===== src/rtl/dvi_scanout_ctrl.sv =====
// Parametrised DVI scanout: video timing, double-buffered framebuffer reads, RGB888 expansion.
// Defining DVI_TEST_PATTERN_EN adds a pattern_en input and an 8-bar colour generator.
module dvi_scanout_ctrl #(
    parameter int unsigned H_VISIBLE     = 1024,
    parameter int unsigned H_FRONT       = 24,
    parameter int unsigned H_SYNC        = 136,
    parameter int unsigned H_BACK        = 160,
    parameter int unsigned V_VISIBLE     = 768,
    parameter int unsigned V_FRONT       = 3,
    parameter int unsigned V_SYNC        = 6,
    parameter int unsigned V_BACK        = 29,
    parameter int unsigned SYNC_POLARITY = 0,
    parameter int unsigned PIX_W         = 16,
    parameter int unsigned FB_LATENCY    = 1,
    parameter int unsigned PIX_BITS      = $clog2(H_VISIBLE * V_VISIBLE)
) (
    input  logic                clk,
    input  logic                rst_n,
    input  logic                fb_sel,
`ifdef DVI_TEST_PATTERN_EN
    input  logic                pattern_en,
`endif
    output logic [PIX_BITS:0]   fb_addr,
    output logic                fb_rd_en,
    input  logic [PIX_W-1:0]    fb_data,
    output logic [11:0]         dvi_data_a,
    output logic [11:0]         dvi_data_b,
    output logic                dvi_de,
    output logic                dvi_h,
    output logic                dvi_v,
    output logic                frame_start,
    output logic                active_buf
);
    localparam int unsigned H_TOTAL = H_SYNC + H_BACK + H_VISIBLE + H_FRONT;
    localparam int unsigned V_TOTAL = V_SYNC + V_BACK + V_VISIBLE + V_FRONT;
    localparam int unsigned HW      = $clog2(H_TOTAL + 1);
    localparam int unsigned VW      = $clog2(V_TOTAL + 1);
    localparam int unsigned L       = FB_LATENCY + 1;

    localparam logic [HW-1:0] H_LAST   = HW'(H_TOTAL - 1);
    localparam logic [HW-1:0] H_SYNC_E = HW'(H_SYNC);
    localparam logic [HW-1:0] H_VIS_S  = HW'(H_SYNC + H_BACK);
    localparam logic [HW-1:0] H_VIS_E  = HW'(H_SYNC + H_BACK + H_VISIBLE);
    localparam logic [VW-1:0] V_LAST   = VW'(V_TOTAL - 1);
    localparam logic [VW-1:0] V_SYNC_E = VW'(V_SYNC);
    localparam logic [VW-1:0] V_VIS_S  = VW'(V_SYNC + V_BACK);
    localparam logic [VW-1:0] V_VIS_E  = VW'(V_SYNC + V_BACK + V_VISIBLE);
    localparam logic          SYNC_ACT = (SYNC_POLARITY != 0);

    logic [HW-1:0]       hcnt_q, hcnt_d;
    logic [VW-1:0]       vcnt_q, vcnt_d;
    logic [PIX_BITS-1:0] pix_q, pix_d;
    logic                buf_q, buf_d;
    logic [L-1:0]        de_pipe_q, hs_pipe_q, vs_pipe_q, fs_pipe_q;
    logic [23:0]         rgb_q, rgb_d;
    logic [23:0]         fb_rgb, pix_rgb;
    logic                frame_top, visible, hs_lvl, vs_lvl, rd_ok;

    assign frame_top = (hcnt_q == '0) && (vcnt_q == '0);
    assign visible   = (hcnt_q >= H_VIS_S) && (hcnt_q < H_VIS_E) &&
                       (vcnt_q >= V_VIS_S) && (vcnt_q < V_VIS_E);
    assign hs_lvl    = (hcnt_q < H_SYNC_E) ? SYNC_ACT : ~SYNC_ACT;
    assign vs_lvl    = (vcnt_q < V_SYNC_E) ? SYNC_ACT : ~SYNC_ACT;

    if (PIX_W == 1) begin : g_mono
        assign fb_rgb = {24{fb_data[0]}};
    end else if (PIX_W == 16) begin : g_565
        assign fb_rgb = {fb_data[15:11], fb_data[15:13],
                         fb_data[10:5],  fb_data[10:9],
                         fb_data[4:0],   fb_data[4:2]};
    end else begin : g_888
        assign fb_rgb = fb_data[23:0];
    end

`ifdef DVI_TEST_PATTERN_EN
    localparam int unsigned BAR_W = (H_VISIBLE >= 8) ? H_VISIBLE / 8 : 1;
    localparam int unsigned BW    = $clog2(BAR_W + 1);
    localparam logic [BW-1:0] BAR_LAST = BW'(BAR_W - 1);

    logic                       pat_q, pat_d;
    logic [BW-1:0]              bar_x_q, bar_x_d;
    logic [2:0]                 bar_idx_q, bar_idx_d;
    logic [FB_LATENCY-1:0][2:0] bar_pipe_q;
    logic [2:0]                 bar;

    // Bar index travels with the pixel so it lines up with the data register.
    assign bar     = bar_pipe_q[FB_LATENCY-1];
    assign pix_rgb = pat_q ? {{8{~bar[1]}}, {8{~bar[2]}}, {8{~bar[0]}}} : fb_rgb;
    assign rd_ok   = ~pat_q;

    always_comb begin
        pat_d     = frame_top ? pattern_en : pat_q;
        bar_x_d   = bar_x_q;
        bar_idx_d = bar_idx_q;
        if (hcnt_q == '0) begin
            bar_x_d   = '0;
            bar_idx_d = '0;
        end else if (visible) begin
            if (bar_x_q == BAR_LAST) begin
                bar_x_d = '0;
                if (bar_idx_q != 3'd7) bar_idx_d = bar_idx_q + 1'b1;
            end else begin
                bar_x_d = bar_x_q + 1'b1;
            end
        end
    end

    always_ff @(posedge clk or negedge rst_n) begin
        if (!rst_n) begin
            pat_q      <= 1'b0;
            bar_x_q    <= '0;
            bar_idx_q  <= '0;
            bar_pipe_q <= '0;
        end else begin
            pat_q      <= pat_d;
            bar_x_q    <= bar_x_d;
            bar_idx_q  <= bar_idx_d;
            for (int unsigned i = FB_LATENCY - 1; i > 0; i--) bar_pipe_q[i] <= bar_pipe_q[i-1];
            bar_pipe_q[0] <= bar_idx_q;
        end
    end
`else
    assign pix_rgb = fb_rgb;
    assign rd_ok   = 1'b1;
`endif

    always_comb begin
        hcnt_d = hcnt_q + 1'b1;
        vcnt_d = vcnt_q;
        if (hcnt_q == H_LAST) begin
            hcnt_d = '0;
            vcnt_d = (vcnt_q == V_LAST) ? '0 : vcnt_q + 1'b1;
        end
        pix_d = pix_q;
        buf_d = buf_q;
        if (frame_top) begin
            pix_d = '0;
            buf_d = fb_sel;
        end else if (visible) begin
            pix_d = pix_q + 1'b1;
        end
        // Stage L-2 holds the flags of the pixel whose fb_data is present this cycle.
        rgb_d = de_pipe_q[L-2] ? pix_rgb : '0;
    end

    always_ff @(posedge clk or negedge rst_n) begin
        if (!rst_n) begin
            hcnt_q    <= '0;
            vcnt_q    <= '0;
            pix_q     <= '0;
            buf_q     <= 1'b0;
            de_pipe_q <= '0;
            fs_pipe_q <= '0;
            hs_pipe_q <= {L{~SYNC_ACT}};
            vs_pipe_q <= {L{~SYNC_ACT}};
            rgb_q     <= '0;
        end else begin
            hcnt_q    <= hcnt_d;
            vcnt_q    <= vcnt_d;
            pix_q     <= pix_d;
            buf_q     <= buf_d;
            de_pipe_q <= {de_pipe_q[L-2:0], visible};
            fs_pipe_q <= {fs_pipe_q[L-2:0], frame_top};
            hs_pipe_q <= {hs_pipe_q[L-2:0], hs_lvl};
            vs_pipe_q <= {vs_pipe_q[L-2:0], vs_lvl};
            rgb_q     <= rgb_d;
        end
    end

    assign fb_addr     = {buf_q, pix_q};
    assign fb_rd_en    = visible & rd_ok;
    assign active_buf  = buf_q;
    assign dvi_de      = de_pipe_q[L-1];
    assign dvi_h       = hs_pipe_q[L-1];
    assign dvi_v       = vs_pipe_q[L-1];
    assign frame_start = fs_pipe_q[L-1];
    assign dvi_data_a  = rgb_q[11:0];
    assign dvi_data_b  = rgb_q[23:12];
endmodule


===== config.mk =====
export PLATFORM = sky130hd
export DESIGN_NAME = dvi_scanout_ctrl
export DESIGN_NICKNAME = d
export VERILOG_FILES = /design/src/rtl/dvi_scanout_ctrl.sv
export SDC_FILE = /design/constraint.sdc
export NUM_CORES = 1
export LEC_CHECK = 0
export ABC_AREA = 1
export ABC_CLOCK_PERIOD_IN_PS = 1420
export CELL_PAD_IN_SITES_DETAIL_PLACEMENT = 0
export CELL_PAD_IN_SITES_GLOBAL_PLACEMENT = 1
export CORE_MARGIN = 10
export CORE_UTILIZATION = 34
export CTS_CLUSTER_SIZE = 30
export DETAILED_ROUTE_END_ITERATION = 10
export HOLD_SLACK_MARGIN = 0.02
export PLACE_DENSITY = 0.75
export SYNTH_ARGS = -nofsm -noshare
export SYNTH_HDL_FRONTEND = slang
export SYNTH_SLANG_ARGS = --single-unit

===== constraint.sdc =====
create_clock -name clk -period 1.42 [get_ports clk]
set_input_delay 0.213 -clock clk [delete_from_list [all_inputs] [get_ports clk]]
set_output_delay 0.213 -clock clk [all_outputs]
set_load 0.03 [all_outputs]

Word-level counts from Yosys, hierarchy flattened
Cells that the tools add are included.
Word-level totals
  register bits: 74
  input bits: 19
  output and inout port bits: 51
  word-level logic and storage cells: 34
Operators by class
  add/sub/neg operators: 3
  magnitude comparators: 6
  eq/ne operators: 2
  multiplexer cells: 7
  reductions and logical operators: 7
Operators by type and width (count)
  20-bit two-way mux: 2
  24-bit two-way mux: 1
  20-bit by 1-bit adder with 20-bit output (second input constant): 1
  11-bit by 1-bit adder with 11-bit output (second input constant): 1
  11-bit equality test (second input constant): 1
  11-bit by 9-bit greater-or-equal comparator with 1-bit output (second input constant): 1
  11-bit zero test: 1
  11-bit less-than comparator (second input constant): 1
  11-bit by 8-bit less-than comparator with 1-bit output (second input constant): 1
  11-bit two-way mux: 1
  10-bit by 1-bit adder with 10-bit output (second input constant): 1
  10-bit equality test (second input constant): 1
  10-bit by 6-bit greater-or-equal comparator with 1-bit output (second input constant): 1
  10-bit zero test: 1
  10-bit less-than comparator (second input constant): 1
  10-bit by 3-bit less-than comparator with 1-bit output (second input constant): 1
  10-bit two-way mux: 1
  1-bit logical AND: 4
  1-bit two-way mux: 2
  2-bit nonzero test: 1

Logic depth before layout (Yosys ltp)
  depth in word-level cells: 6
  mapped depth: 11
  depth with buffers taken out: 10

Worst setup path before layout
Ideal clock, no wire load.
  path type: reg2reg
  start point: register pix_q[0]
  end point: register pix_q[16]
  setup time: 65 ps
  arrival: 1599 ps
  required time: 1355 ps
  slack: -244 ps
  stages on the path, launching flop included: 9
  path buffers: 0
  clock period less this slack: 1664 ps
  cells stage by stage: dfrtp_1 ha_1 nand2_1 nor2_2 nand2_1 nor2_1 xor2_1 nand3_1 nand2_1
On the way
  longest elaborated chain between the ends: 3
Ends and longest elaborated chain
  from (decl): RTL line 52  | logic [PIX_BITS-1:0] pix_q, pix_d;
  from (signal assigned): RTL line 160  | pix_q <= pix_d;
  20-bit by 1-bit adder with 20-bit output: RTL line 140  | pix_d = pix_q + 1'b1;
  20-bit two-way mux: RTL line 139  | end else if (visible) begin
  20-bit two-way mux: RTL line 136  | if (frame_top) begin
Every way passes these cells. The select of a mux whose other input is x is not followed.
A chain may end at the register's enable or synchronous reset.

Worst setup path in the final report
  start point: register vcnt_q[7]
  end point: output fb_rd_en
On the way
  longest elaborated chain between the ends: 3
  elaborated cells on any way between the ends: 4
  those cells by class: order compare (2); reduce/logical (2)
Ends and longest elaborated chain
  from (decl): RTL line 51  | logic [VW-1:0] vcnt_q, vcnt_d;
  from (signal assigned): RTL line 159  | vcnt_q <= vcnt_d;
  10-bit by 6-bit greater-or-equal comparator with 1-bit output: RTL line 61  | (vcnt_q >= V_VIS_S) && (vcnt_q < V_VIS_E);
  1-bit logical AND: RTL line 60  | assign visible = (hcnt_q >= H_VIS_S) && (hcnt_q < H_VIS_E) &&
  1-bit logical AND *: RTL line 61
  to (decl): RTL line 24  | output logic fb_rd_en,
Every way passes the cells marked *; elsewhere a longest branch is shown, timed or not.

==> impl_metrics.yaml <==
floorplanning:
  die_x_um: 123
  fp.dieH_um: 123
  rows: 37
  start_util_pct: 34.9
  fp.dieArea_mm2: 0.0151
  core_mm2: 0.0103
  io_pins: 70
power_and_ir_drop:
  leakage_nw: 2.94
  seqPwrFrac_pct: 52.4
  irDropWorstVdd_v: 0.000341
  clockPowerShare_pct: 44.7
  combinationalPowerShare_pct: 2.9
  p_sw_share_pct: 23.3
  total_power_mw: 3.59
  p_sw_uw: 837
  powerDensity_mw_per_mm2: 647
  internal-power_mw: 2.76
detailed_routing:
  drtIter0Drc: 232
  wl_um: 10400
  viasPerCell: 4.67
  post_drt_wl_per_cell_um: 13.8
  vias: 3538
  post-route-drc-count: 0
  first_pass_iters: 4
  antenna_left: 0
worst_setup_path:
  crit_path_start_kind: "register"
  endpoint_kind: "output pin"
  cp_data_arrival_time_ns: 1.59
  path_buf_inv: 2
  worstSetupEndpoint: "fb_rd_en"
  crit_path_start: "vcnt_q[7]"
  cp.depth: 8
  regToRegSetupSlack_ns: -0.28
  r2r_cells: 12
  worstPathCellList: "nor2_2 -> nand2_2 -> clkinv_1 -> nand3_1 -> nand2_1 -> nand2_1 -> nor2_4 -> buf_6"
  crit_top_cell: "nand2_1"
  crit_type: "register to output pin"
  max_stage_delay_ns: 0.39
  cp_max_fo: 3
  timing.rr.start: "vcnt_q[7]"
  r2r_end: "pix_q[16]"
  cp_slowest_cell: "dfrtp_1"
  crit_family: "simple AND/OR/NAND/NOR gates"
  cp_data_required_time_ns: 1.21
grt:
  grt.met2_usage_pct: 24.5
  grt_util_met1_pct: 16.0
  grt_pass1_wl_um: 16900
  grt_remaining_overflow: 0
  grt_pass1_vias: 3561
  grt_max_degree: 67
  use_met3_pct: 3.28
  antenna_found_initial: 0
  grt_busiest_layer: "met2"
  grt_use_total_pct: 13.8
timing:
  maxSlewViolCount: 0
  hold_slack_ns: 0.358
  setup_slack_ns: -0.386
  fmax_ghz: 0.554
  slew_headroom_pct: 65.8
  worst_pin_slew_ns: 0.513
  hold_violations: 0
  post-route-period-util_pct: 127
  fin_crit_ns: 1.81
  setup_violations: 40
  rsz0062_at_grt: "true"
  finClkSkew_ns: 0.0147
logic_synthesis:
  synth_fa_ha_area_share_pct: 2.08
  synth_edf_count: 0
  synth_seq_cells: 66
  synthCells: 475
  synth_warnings: 0
  synthFlopType: "dfrtp_1"
  synth_nets: 500
  synthesis.area_mm2: 0.00360
  synth_xor_xnor_area_share_pct: 5.11
  synth_top_area_share_pct: 43.1
  synth-async-reset-ratio_pct: 100
  synth_top_family_by_area: "simple AND/OR/NAND/NOR gates"
  syn_area_per_cell_um2: 7.58
  synth-compound-area-share_pct: 3.33
  synthMuxAreaShare_pct: 0
  ys_types: 28
  yosysTopAreaCell: "dfrtp_1"
  synthSimpleGateAreaFrac_pct: 32.0
  ys_seq_area_share_pct: 46.0
  ys_top_cells_by_area: "dfrtp_1, nand2_1, nand3_1"
clock_tree:
  cts_sinks: 66
  cts_buffers: 9
  cts_tree: "yes"
  path_clk_slew_ns: 0.07
  htreeDepth: 3
  clock-root-buffer: "clkbuf_8"
  clk_latency_ns: 0.35
  cts_buffer_depth: 2
final_layout:
  seq_area_mm2: 0.00167
  final_common_cell: "nand2_1"
  n_antenna_cell: 0
  final_core_util_pct: 53.8
  multiInputGateArea_mm2: 0.00187
  finalNonFillerCells: 758
  final_cell_mix: "nand2_1, buf_4, inv_1, dfrtp_1, nand3_1"
  drive_gt1_share_pct: 34.2
  layout.nets: 642
  fillers: 988
  syn_to_final_growth_pct: 54.2
worst_hold_path:
  hold_class: "register to register"
placed_design:
  dp_hpwl_um: 7210
  io_buffers: 69
  place_inst: 726
  routabilityCongestion: 0.866
run_status:
  violations: "negative setup slack"
  status: "finished with violations"
job:
  maxCapViolCount: 0
per-stage QoR:
step	cell area [um^2]	TNS [ns]	setup slack (ns)
5_1_grt	5560	-10.59	-0.499
4_1_cts	5310	-3.50	-0.374
3_3_place_gp	4900	-3.11	-0.106
3_5_place_dp	4900	-3.18	-0.155
6_report	5560	-6.20	-0.386
2_1_floorplan	3650	-0.0447	-0.0134
cells in the mapped netlist, types with 3 or more instances:
| master | instances |
|---|---|
| dfrtp_1 | 62 |
| buf_2 | 3 |
| nor2_1 | 49 |
| inv_1 | 64 |
| nor3_1 | 9 |
| xor2_1 | 20 |
| o21ai_1 | 4 |
| o21ai_0 | 9 |
| buf_4 | 12 |
| nor2_2 | 4 |
| clkbuf_1 | 3 |
| a21oi_1 | 5 |
| nand3_1 | 71 |
| inv_2 | 8 |
| ha_1 | 6 |
| nand2_1 | 125 |
| dfstp_2 | 4 |
| nand4_1 | 4 |
worst min-delay path by stage:
| stage | start | end | cells after the start |
|---|---|---|---|
| 5_1_grt | hs_pipe_q[0] | hs_pipe_q[1] | 0 |
| 6_report | hs_pipe_q[0] | hs_pipe_q[1] | 0 |
| 3_3_place_gp | rst_n | pix_q[18] | 2 |
| 4_1_cts | fb_data[1] | rgb_q[4] | 3 |
| 3_5_place_dp | rst_n | pix_q[18] | 2 |
| 2_1_floorplan | rst_n | active_buf | 0 |
worst reg2reg max path, delay by kind of cell, from the launching register on:
family | cells | cell delay, ns
buf+inv | 4 | 0.46
flops | 1 | 0.39
simple gates | 8 | 0.80
routing by layer:
metal  wire length (um)  part of all wire (%)
met5                  0                     0
met4                169                   1.6
met3                550                   5.3
met2               5500                    53
met1               4210                    40
what timing repair did:
item / 4_1_cts / 5_1_grt
buffers inserted: 8 / 3
endpoints found under the setup margin: 89 / 55
resized for setup: 114 / 69
endpoints found under the hold margin: 62 / 0
cloned: 3 / 1
hold buffers: 1 / 0
pin swaps: 12 / 24
power by group through the flow:
stage	logic, mW	registers, mW	clock network (mW)
finish	0.105	1.88	1.61
global route	0.116	1.88	1.75
CTS	0.108	1.88	1.66
detailed placement	0.108	1.92	0
global placement	0.107	1.92	0
floorplan	0.00630	1.92	0
layout make-up:
class / instances / share of cell area (%)
multi-input cells: 316 / 33.6
well taps: 136 / 3.06
clock buffers: 9 / 2.23
repair inverters: 3 / 0.405
flip-flops and latches: 66 / 30.0
clock inverters: 7 / 1.40
inverters: 73 / 5.11
repair buffers: 148 / 24.2
flip-flops by register name (all words and copies together), names as in the netlist:
| register | flops |
|---|---|
| pix_q | 20 |
| rgb_q | 16 |
| hcnt_q | 11 |
| vcnt_q | 10 |
| de_pipe_q | 2 |
| fs_pipe_q | 2 |
| hs_pipe_q | 2 |
| vs_pipe_q | 2 |
| active_buf | 1 |
cells by family after synthesis:
| family | after synthesis |
|---|---|
| fa+ha+maj | 6 |
| compound gates | 22 |
| simple gates | 267 |
| flops | 66 |
| buf+inv | 93 |
| xor+xnor | 21 |
Power figures use the tool's default switching activity.
